## src/rtl/alu_issue_stage_if.sv

```systemverilog
// rtl/alu_issue_stage_if.sv - decode, ALU and writeback signals of the issue stage
// slave is the issue stage; master is the surrounding decode/ALU/writeback side.
interface alu_issue_stage_if #(
  parameter int XLEN = 32
);
  logic            in_valid;
  logic            in_ready;
  logic [1:0]      in_op;
  logic [4:0]      in_rd;
  logic [4:0]      in_rs1;
  logic [4:0]      in_rs2;
  logic [XLEN-1:0] in_a;
  logic [XLEN-1:0] in_b;

  logic [XLEN-1:0] alu_operand_a;
  logic [XLEN-1:0] alu_operand_b;
  logic [1:0]      alu_control;
  logic [XLEN-1:0] alu_result;
  logic [1:0]      alu_compare;
  logic            alu_overflow;

  logic            out_valid;
  logic            out_ready;
  logic [4:0]      out_rd;
  logic [XLEN-1:0] out_data;
  logic            out_overflow;

  modport slave (
    input  in_valid, in_op, in_rd, in_rs1, in_rs2, in_a, in_b,
    output in_ready,
    output alu_operand_a, alu_operand_b, alu_control,
    input  alu_result, alu_compare, alu_overflow,
    output out_valid, out_rd, out_data, out_overflow,
    input  out_ready
  );

  modport master (
    output in_valid, in_op, in_rd, in_rs1, in_rs2, in_a, in_b,
    input  in_ready,
    input  alu_operand_a, alu_operand_b, alu_control,
    output alu_result, alu_compare, alu_overflow,
    input  out_valid, out_rd, out_data, out_overflow,
    output out_ready
  );
endinterface

```

## src/rtl/alu_issue_stage.sv

```systemverilog
// rtl/alu_issue_stage.sv - execute-stage sequencer around an external combinational ALU
// E holds the operation driving the ALU; W holds the finished result offered to writeback.
module alu_issue_stage #(
  parameter int XLEN       = 32,
  parameter int MUL_CYCLES = 2
) (
  input  logic             clk,
  input  logic             rst,
  alu_issue_stage_if.slave bus
);
  localparam logic [1:0] OP_ADD = 2'b00;
  localparam logic [1:0] OP_SUB = 2'b01;
  localparam logic [1:0] OP_CMP = 2'b10;
  localparam logic [1:0] OP_MUL = 2'b11;

  localparam int CW = (MUL_CYCLES > 1) ? $clog2(MUL_CYCLES) : 1;
  localparam logic [CW-1:0] MUL_LOAD = CW'(MUL_CYCLES - 1);

  logic            e_valid_q, e_valid_d;
  logic [1:0]      e_op_q, e_op_d;
  logic [4:0]      e_rd_q, e_rd_d;
  logic [XLEN-1:0] e_a_q, e_a_d;
  logic [XLEN-1:0] e_b_q, e_b_d;
  logic [CW-1:0]   e_cnt_q, e_cnt_d;

  logic            w_valid_q, w_valid_d;
  logic [4:0]      w_rd_q, w_rd_d;
  logic [XLEN-1:0] w_data_q, w_data_d;
  logic            w_ovf_q, w_ovf_d;

  logic            e_done;
  logic            move;
  logic            in_ready_w;
  logic            accept;
  logic [XLEN-1:0] e_res_data;
  logic            e_res_ovf;
  logic [XLEN-1:0] fwd_a;
  logic [XLEN-1:0] fwd_b;

  always_comb begin
    e_done     = e_valid_q && ((e_op_q != OP_MUL) || (e_cnt_q == '0));
    move       = e_done && (!w_valid_q || bus.out_ready);
    in_ready_w = !rst && (!e_valid_q || move);
    accept     = bus.in_valid && in_ready_w;
  end

  // Only the ALU outputs relevant to the op in E are sampled; the others are don't-care.
  always_comb begin
    e_res_data = bus.alu_result;
    e_res_ovf  = 1'b0;
    case (e_op_q)
      OP_ADD, OP_SUB: e_res_ovf = bus.alu_overflow;
      OP_CMP:         e_res_data = {{(XLEN-2){1'b0}}, bus.alu_compare};
      default:        e_res_data = bus.alu_result;
    endcase
  end

  // The completing E result beats W, since it is the younger write to the same register.
  always_comb begin
    fwd_a = bus.in_a;
    if (bus.in_rs1 != 5'd0) begin
      if (move && (e_rd_q == bus.in_rs1)) begin
        fwd_a = e_res_data;
      end else if (w_valid_q && (w_rd_q == bus.in_rs1)) begin
        fwd_a = w_data_q;
      end
    end
    fwd_b = bus.in_b;
    if (bus.in_rs2 != 5'd0) begin
      if (move && (e_rd_q == bus.in_rs2)) begin
        fwd_b = e_res_data;
      end else if (w_valid_q && (w_rd_q == bus.in_rs2)) begin
        fwd_b = w_data_q;
      end
    end
  end

  always_comb begin
    e_valid_d = e_valid_q;
    e_op_d    = e_op_q;
    e_rd_d    = e_rd_q;
    e_a_d     = e_a_q;
    e_b_d     = e_b_q;
    e_cnt_d   = e_cnt_q;
    if (accept) begin
      e_valid_d = 1'b1;
      e_op_d    = bus.in_op;
      e_rd_d    = bus.in_rd;
      e_a_d     = fwd_a;
      e_b_d     = fwd_b;
      e_cnt_d   = (bus.in_op == OP_MUL) ? MUL_LOAD : '0;
    end else if (move) begin
      e_valid_d = 1'b0;
      e_op_d    = 2'b00;
      e_rd_d    = 5'd0;
      e_a_d     = '0;
      e_b_d     = '0;
      e_cnt_d   = '0;
    end else if (e_valid_q && (e_cnt_q != '0)) begin
      e_cnt_d = e_cnt_q - 1'b1;
    end
  end

  always_comb begin
    w_valid_d = w_valid_q;
    w_rd_d    = w_rd_q;
    w_data_d  = w_data_q;
    w_ovf_d   = w_ovf_q;
    if (move) begin
      w_valid_d = 1'b1;
      w_rd_d    = e_rd_q;
      w_data_d  = e_res_data;
      w_ovf_d   = e_res_ovf;
    end else if (w_valid_q && bus.out_ready) begin
      w_valid_d = 1'b0;
      w_rd_d    = 5'd0;
      w_data_d  = '0;
      w_ovf_d   = 1'b0;
    end
  end

  always_ff @(posedge clk or posedge rst) begin
    if (rst) begin
      e_valid_q <= 1'b0;
      e_op_q    <= 2'b00;
      e_rd_q    <= 5'd0;
      e_a_q     <= '0;
      e_b_q     <= '0;
      e_cnt_q   <= '0;
      w_valid_q <= 1'b0;
      w_rd_q    <= 5'd0;
      w_data_q  <= '0;
      w_ovf_q   <= 1'b0;
    end else begin
      e_valid_q <= e_valid_d;
      e_op_q    <= e_op_d;
      e_rd_q    <= e_rd_d;
      e_a_q     <= e_a_d;
      e_b_q     <= e_b_d;
      e_cnt_q   <= e_cnt_d;
      w_valid_q <= w_valid_d;
      w_rd_q    <= w_rd_d;
      w_data_q  <= w_data_d;
      w_ovf_q   <= w_ovf_d;
    end
  end

  assign bus.in_ready      = in_ready_w;
  assign bus.alu_operand_a = e_a_q;
  assign bus.alu_operand_b = e_b_q;
  assign bus.alu_control   = e_op_q;
  assign bus.out_valid     = w_valid_q;
  assign bus.out_rd        = w_rd_q;
  assign bus.out_data      = w_data_q;
  assign bus.out_overflow  = w_ovf_q;
endmodule

```

## src/flat_wrapper.sv

```systemverilog
// flat-port wrapper written by rule: the top's interface ports become plain ports
module alu_issue_stage_flat 
#(
  parameter int XLEN       = 32,
  parameter int MUL_CYCLES = 2
)
  (clk, rst, bus_in_valid, bus_in_op, bus_in_rd, bus_in_rs1, bus_in_rs2, bus_in_a, bus_in_b, bus_in_ready, bus_alu_operand_a, bus_alu_operand_b, bus_alu_control, bus_alu_result, bus_alu_compare, bus_alu_overflow, bus_out_valid, bus_out_rd, bus_out_data, bus_out_overflow, bus_out_ready);
  alu_issue_stage_if #(.XLEN(XLEN)) bus_i ();
  input  logic clk;
  input  logic rst;
  input wire logic [$bits(bus_i.in_valid)-1:0] bus_in_valid;
  input wire logic [$bits(bus_i.in_op)-1:0] bus_in_op;
  input wire logic [$bits(bus_i.in_rd)-1:0] bus_in_rd;
  input wire logic [$bits(bus_i.in_rs1)-1:0] bus_in_rs1;
  input wire logic [$bits(bus_i.in_rs2)-1:0] bus_in_rs2;
  input wire logic [$bits(bus_i.in_a)-1:0] bus_in_a;
  input wire logic [$bits(bus_i.in_b)-1:0] bus_in_b;
  output wire logic [$bits(bus_i.in_ready)-1:0] bus_in_ready;
  output wire logic [$bits(bus_i.alu_operand_a)-1:0] bus_alu_operand_a;
  output wire logic [$bits(bus_i.alu_operand_b)-1:0] bus_alu_operand_b;
  output wire logic [$bits(bus_i.alu_control)-1:0] bus_alu_control;
  input wire logic [$bits(bus_i.alu_result)-1:0] bus_alu_result;
  input wire logic [$bits(bus_i.alu_compare)-1:0] bus_alu_compare;
  input wire logic [$bits(bus_i.alu_overflow)-1:0] bus_alu_overflow;
  output wire logic [$bits(bus_i.out_valid)-1:0] bus_out_valid;
  output wire logic [$bits(bus_i.out_rd)-1:0] bus_out_rd;
  output wire logic [$bits(bus_i.out_data)-1:0] bus_out_data;
  output wire logic [$bits(bus_i.out_overflow)-1:0] bus_out_overflow;
  input wire logic [$bits(bus_i.out_ready)-1:0] bus_out_ready;
  assign bus_i.in_valid = bus_in_valid;
  assign bus_i.in_op = bus_in_op;
  assign bus_i.in_rd = bus_in_rd;
  assign bus_i.in_rs1 = bus_in_rs1;
  assign bus_i.in_rs2 = bus_in_rs2;
  assign bus_i.in_a = bus_in_a;
  assign bus_i.in_b = bus_in_b;
  assign bus_in_ready = bus_i.in_ready;
  assign bus_alu_operand_a = bus_i.alu_operand_a;
  assign bus_alu_operand_b = bus_i.alu_operand_b;
  assign bus_alu_control = bus_i.alu_control;
  assign bus_i.alu_result = bus_alu_result;
  assign bus_i.alu_compare = bus_alu_compare;
  assign bus_i.alu_overflow = bus_alu_overflow;
  assign bus_out_valid = bus_i.out_valid;
  assign bus_out_rd = bus_i.out_rd;
  assign bus_out_data = bus_i.out_data;
  assign bus_out_overflow = bus_i.out_overflow;
  assign bus_i.out_ready = bus_out_ready;
  alu_issue_stage #(.XLEN(XLEN), .MUL_CYCLES(MUL_CYCLES)) u_core (.clk(clk), .rst(rst), .bus(bus_i));
endmodule
```

## config.mk

```make
export PLATFORM = sky130hd
export DESIGN_NAME = alu_issue_stage_flat
export DESIGN_NICKNAME = d
export VERILOG_FILES = /design/src/rtl/alu_issue_stage_if.sv /design/src/rtl/alu_issue_stage.sv /design/src/flat_wrapper.sv
export SDC_FILE = /design/constraint.sdc
export NUM_CORES = 1
export LEC_CHECK = 0
export BUFFER_PORTS_ARGS = -buffer_cell sky130_fd_sc_hd__buf_4
export CORE_MARGIN = 2
export CORE_UTILIZATION = 44
export DETAILED_ROUTE_END_ITERATION = 6
export GPL_ROUTABILITY_DRIVEN = 0
export GPL_TIMING_DRIVEN = 0
export PLACE_DENSITY = 0.76
export SLEW_MARGIN = 20
export SYNTH_ARGS = -nofsm -noshare
export SYNTH_HDL_FRONTEND = slang
export SYNTH_SLANG_ARGS = --single-unit
```

## constraint.sdc

```tcl
create_clock -name clk -period 4.75 [get_ports clk]
set_clock_uncertainty 0.1 [all_clocks]
set_input_delay 0.95 -clock clk [delete_from_list [all_inputs] [get_ports clk]]
set_output_delay 0.95 -clock clk [all_outputs]
set_load 0.02 [all_outputs]
```

==> qor.log <==
INFO  grt            grt_first_pass_wirelength=40580µm
INFO  finish         num-fill-cells=1384
INFO  synth          yosys_register_bits=112
INFO  timing         slew_viol_final=0
INFO  worst_setup_path crit-reg2reg-launch=u_core.e_cnt_q
INFO  timing         hold-worst-slack=0.4122ns
INFO  pwr            p_int=1967µW
INFO  finish         layout-area-overhead-vs-synth=32.72%
INFO  run            drv_cap=0
INFO  synth          syn_inst=745
INFO  drt            route.antenna.remaining_nets=0
INFO  drt            routed_via_density=6.403
INFO  worst_setup_path cpMaxStageDelayCell=a21boi_2
INFO  synth          asyncSetResetFlopFracSynth=100.0%
INFO  pwr            total_power=3149µW
INFO  floorplan      die_y=130.1µm
INFO  worst_hold_path worstHoldEndpoint=u_core.bus.alu_operand_a[7]
INFO  floorplan      initial_utilization=44.54%
INFO  worst_setup_path timing.critical_path.cells=buf_4 -> nand2b_1 -> a21boi_2 -> clkbuf_1 -> nor2_1 -> buf_4
INFO  drt            routed.top_layer=met4
INFO  timing         rsz0062_at_grt=no
INFO  worst_setup_path data_required_time_of_the_critical_path=3.70ns
INFO  pwr            power_frac_clock=24.8%
INFO  cts            clkSinkCount=112
INFO  synth          yosys.cell_count.top_type=dfrtp_1
INFO  cts            clkLatencyLatePin=0.36ns
INFO  placement      place_ws=1.272ns
INFO  synth          cell_types_with_the_highest_counts_after_synthesis=112 x dfrtp_1, 83 x a21oi_1, 65 x o31ai_1
INFO  floorplan      io_pins=226
INFO  synth          synth_warnings=0
INFO  drt            met1_length=10840µm
INFO  worst_setup_path cp_slowest_stage_delay=0.49ns
INFO  floorplan      chipWidth=130.1µm
INFO  pwr            power_switching=1183µW
INFO  synth          yosysTopAreaCell=dfrtp_1
INFO  worst_setup_path path_class=primary input to output port
INFO  timing         worst_pin_slew=0.7607ns
INFO  cts            post-cts-setup-buffers=0
INFO  timing         period_share=74.61%
INFO  worst_setup_path worstPathBufferInverterCount=3
INFO  grt            first_global_vias=7346
INFO  worst_setup_path reg2reg_setup_slack=2.23ns
INFO  synth          ys_seq_area_share=40.05%
INFO  finish         share_of_cells_above_drive_strength_1=31.41%
INFO  cts            htree_levels=3
INFO  worst_setup_path timing.critical_path.from_type=primary input
INFO  timing         fmax=0.2822GHz
INFO  timing         setup_slack=1.206ns
INFO  cts            ctsRootBufferMaster=clkbuf_16
INFO  finish         final_util=59.11%
INFO  synth          postSynthAreaPerCell=9.393µm²
INFO  timing         setup_total_negative_slack=0ns
INFO  finish         design.final.nets=1102
INFO  grt            initial_antenna_violation_count=0
INFO  grt            grt_max_degree=76
INFO  timing         setup_viol=0
INFO  synth          synth_top_area_share=40.05%
INFO  worst_hold_path hp-start=u_core.bus.alu_operand_a[7]
INFO  pwr            seq_power_share=39.6%
INFO  drt            route.detailed.wl_per_inst=22.16µm
INFO  finish         insertedDiodeCount=0
INFO  worst_hold_path hold_path.class=register to register
INFO  drt            route.final.wire_length=26660µm
INFO  worst_hold_path worstHoldPathCells=2
INFO  synth          synthesis.area=0.006998mm²
INFO  run_status     failed_checks=design-rule violations
INFO  worst_setup_path crit_fanout=10
INFO  pwr            power_switching_share=37.55%
INFO  drt            wl_met2=12590µm
INFO  synth          synth.area.top_cells=dfrtp_1 40%, o31ai_1 7.0%, a221oi_2 6.4%, a21oi_1 5.9%, a22oi_1 4.5%
INFO  pwr            powerDensity=339.1mW/mm²
INFO  cts            holdBufCountCts=0
INFO  timing         hold_viol=0
INFO  synth          post_synth_num_cell_types=37
INFO  drt            detailroute.wirelength.met3=2381µm
INFO  grt            grt_util_all_layers=31.20%
INFO  drt            initialDrtViolationCount=1021
INFO  drt            drc_errors=7
INFO  timing         post_route_minimum_period=3.544ns
INFO  worst_setup_path critical-path-top-delay-family=buffers and inverters
INFO  floorplan      die_area=0.01693mm²
INFO  pwr            power.combinational.fraction=35.5%
INFO  cts            max-clock-path-buffers=2
INFO  worst_setup_path crit-reg2reg-capture=u_core.bus.alu_operand_a[1]
INFO  synth          synth_fp_nets=865
INFO  drt            drt_pass1_iterations=7
INFO  cts            cts.clk_slew.worst_paths=0.08ns
INFO  run_status     outcome=complete, but fails checks
INFO  cts            cts_repair_resize_count=0
INFO  cts            tritoncts=built
INFO  synth          synth_enable_flop_cells=0
INFO  pwr            power.leakage=0.003985µW
INFO  worst_setup_path critPathArrivalTime=2.49ns
INFO  worst_setup_path critPathMostFrequentCell=buf_4
INFO  placement      port_buffers=225
INFO  synth          dominantRegCellSynth=dfrtp_1
INFO  pwr            irDropWorstVdd=0.1914mV
INFO  grt            grt_remaining_overflow=0
INFO  timing         max_slew_margin=48.86%
INFO  placement      hpwl=19410µm
INFO  floorplan      row_count=46
INFO  cts            cts_inserted_buffers=9
INFO  worst_setup_path timing.reg2reg.worst_path_depth=6
INFO  worst_setup_path crit_path_end_kind=output port
INFO  floorplan      fp.coreArea=0.01571mm²
INFO  drt            routed-via-count=7703
worst max-delay path by stage:
stage	slack [ns]	endpoint	from	cells after the start
2_1_floorplan	0.74	u_core.bus.alu_control[0]	rst	1
3_3_place_gp	-0.77	u_core.bus.alu_operand_a[5]	rst	2
3_5_place_dp	1.27	bus_in_ready	bus_out_ready	6
4_1_cts	1.27	bus_in_ready	bus_out_ready	6
5_1_grt	1.11	bus_in_ready	bus_out_ready	6
6_report	1.21	bus_in_ready	bus_out_ready	6
state kept, by name (all words and copies together), names as in the netlist:
register / flops
u_core.bus.alu_operand_a: 32
u_core.bus.out_valid: 1
u_core.bus.out_rd: 5
u_core.bus.out_overflow: 1
u_core.e_rd_q: 5
u_core.bus.alu_operand_b: 32
u_core.bus.out_data: 32
u_core.bus.alu_control: 2
u_core.e_valid_q: 1
u_core.e_cnt_q: 1
layout make-up:
cell class	count	area, µm²	share of cell area (%)
Multi-Input combinational cell	541	3797	40.89
Sequential cell	112	2803	30.18
Timing Repair Buffer	226	1717	18.48
Buffer	90	390.4	4.203
Tap cell	216	270.3	2.910
Clock buffer	9	225.2	2.425
Clock inverter	7	72.57	0.7814
Inverter	2	12.51	0.1347
power groups by stage:
stage	registers [µW]	logic (µW)	clock network [µW]
2_1_floorplan	1390	452	0
3_3_place_gp	1260	1090	0
3_5_place_dp	1260	1110	0
4_1_cts	1240	1110	784
5_1_grt	1260	1190	827
6_report	1250	1120	782
logic make-up after synthesis:
| family | Yosys count | synth area share, % |
|---|---|---|
| AOI/OAI and AO/OA | 322 | 36.30 |
| muxes | 2 | 0.3218 |
| and+or+nand+nor | 197 | 15.14 |
| DFF | 112 | 40.05 |
| xor gates and xnor gates | 20 | 2.503 |
| buffers and inverters | 92 | 5.686 |
per-stage QoR:
| stage | cell area [µm²] | std cells |
|---|---|---|
| after global placement | 8957 | 1186 |
| after CTS | 9288 | 1203 |
| after floorplan | 6998 | 745 |
| after detailed placement | 8990 | 1187 |
| after global routing | 9288 | 1203 |
| final | 9288 | 1203 |
layout by cell type, fill, tap and decap left out, drive strengths merged:
cell      netlist  layout
buf            30     256
dfrtp         112     112
a21oi          83      83
clkbuf         60      69
o31ai          65      65
a221oi         54      54
nand2          43      43
a22oi          42      42
nor2           42      42
nand3          39      39
and3           34      34
a211oi         32      32
a32o           31      31
nand4b         22      22
xnor2          11      11
xor2            9       9
a22o            7       7
o21ai           6       6
nand2b          5       5
nor3            5       5
clkinv          0       4
mux2            2       2
clkinvlp        0       2
nor4            2       2
inv             2       2
a21boi          1       1
nand4           1       1
or2             1       1
or3             1       1
nor2b           1       1
o21bai          1       1
nand3b          1       1
bufinv          0       1
worst min-delay path, delay by kind of cell (launching register included):
kind,cells,cell delay [ns]
flops,1,0.35
compound gates,2,0.13
per-layer routing:
layer	global-route usage (%)	vias to the layer above
li1	-	3423
met1	42.97	3740
met2	48.57	466
met3	6.027	74
met4	12.71	0
met5	0	-
No activity file was read; power rests on OpenSTA's default activity.
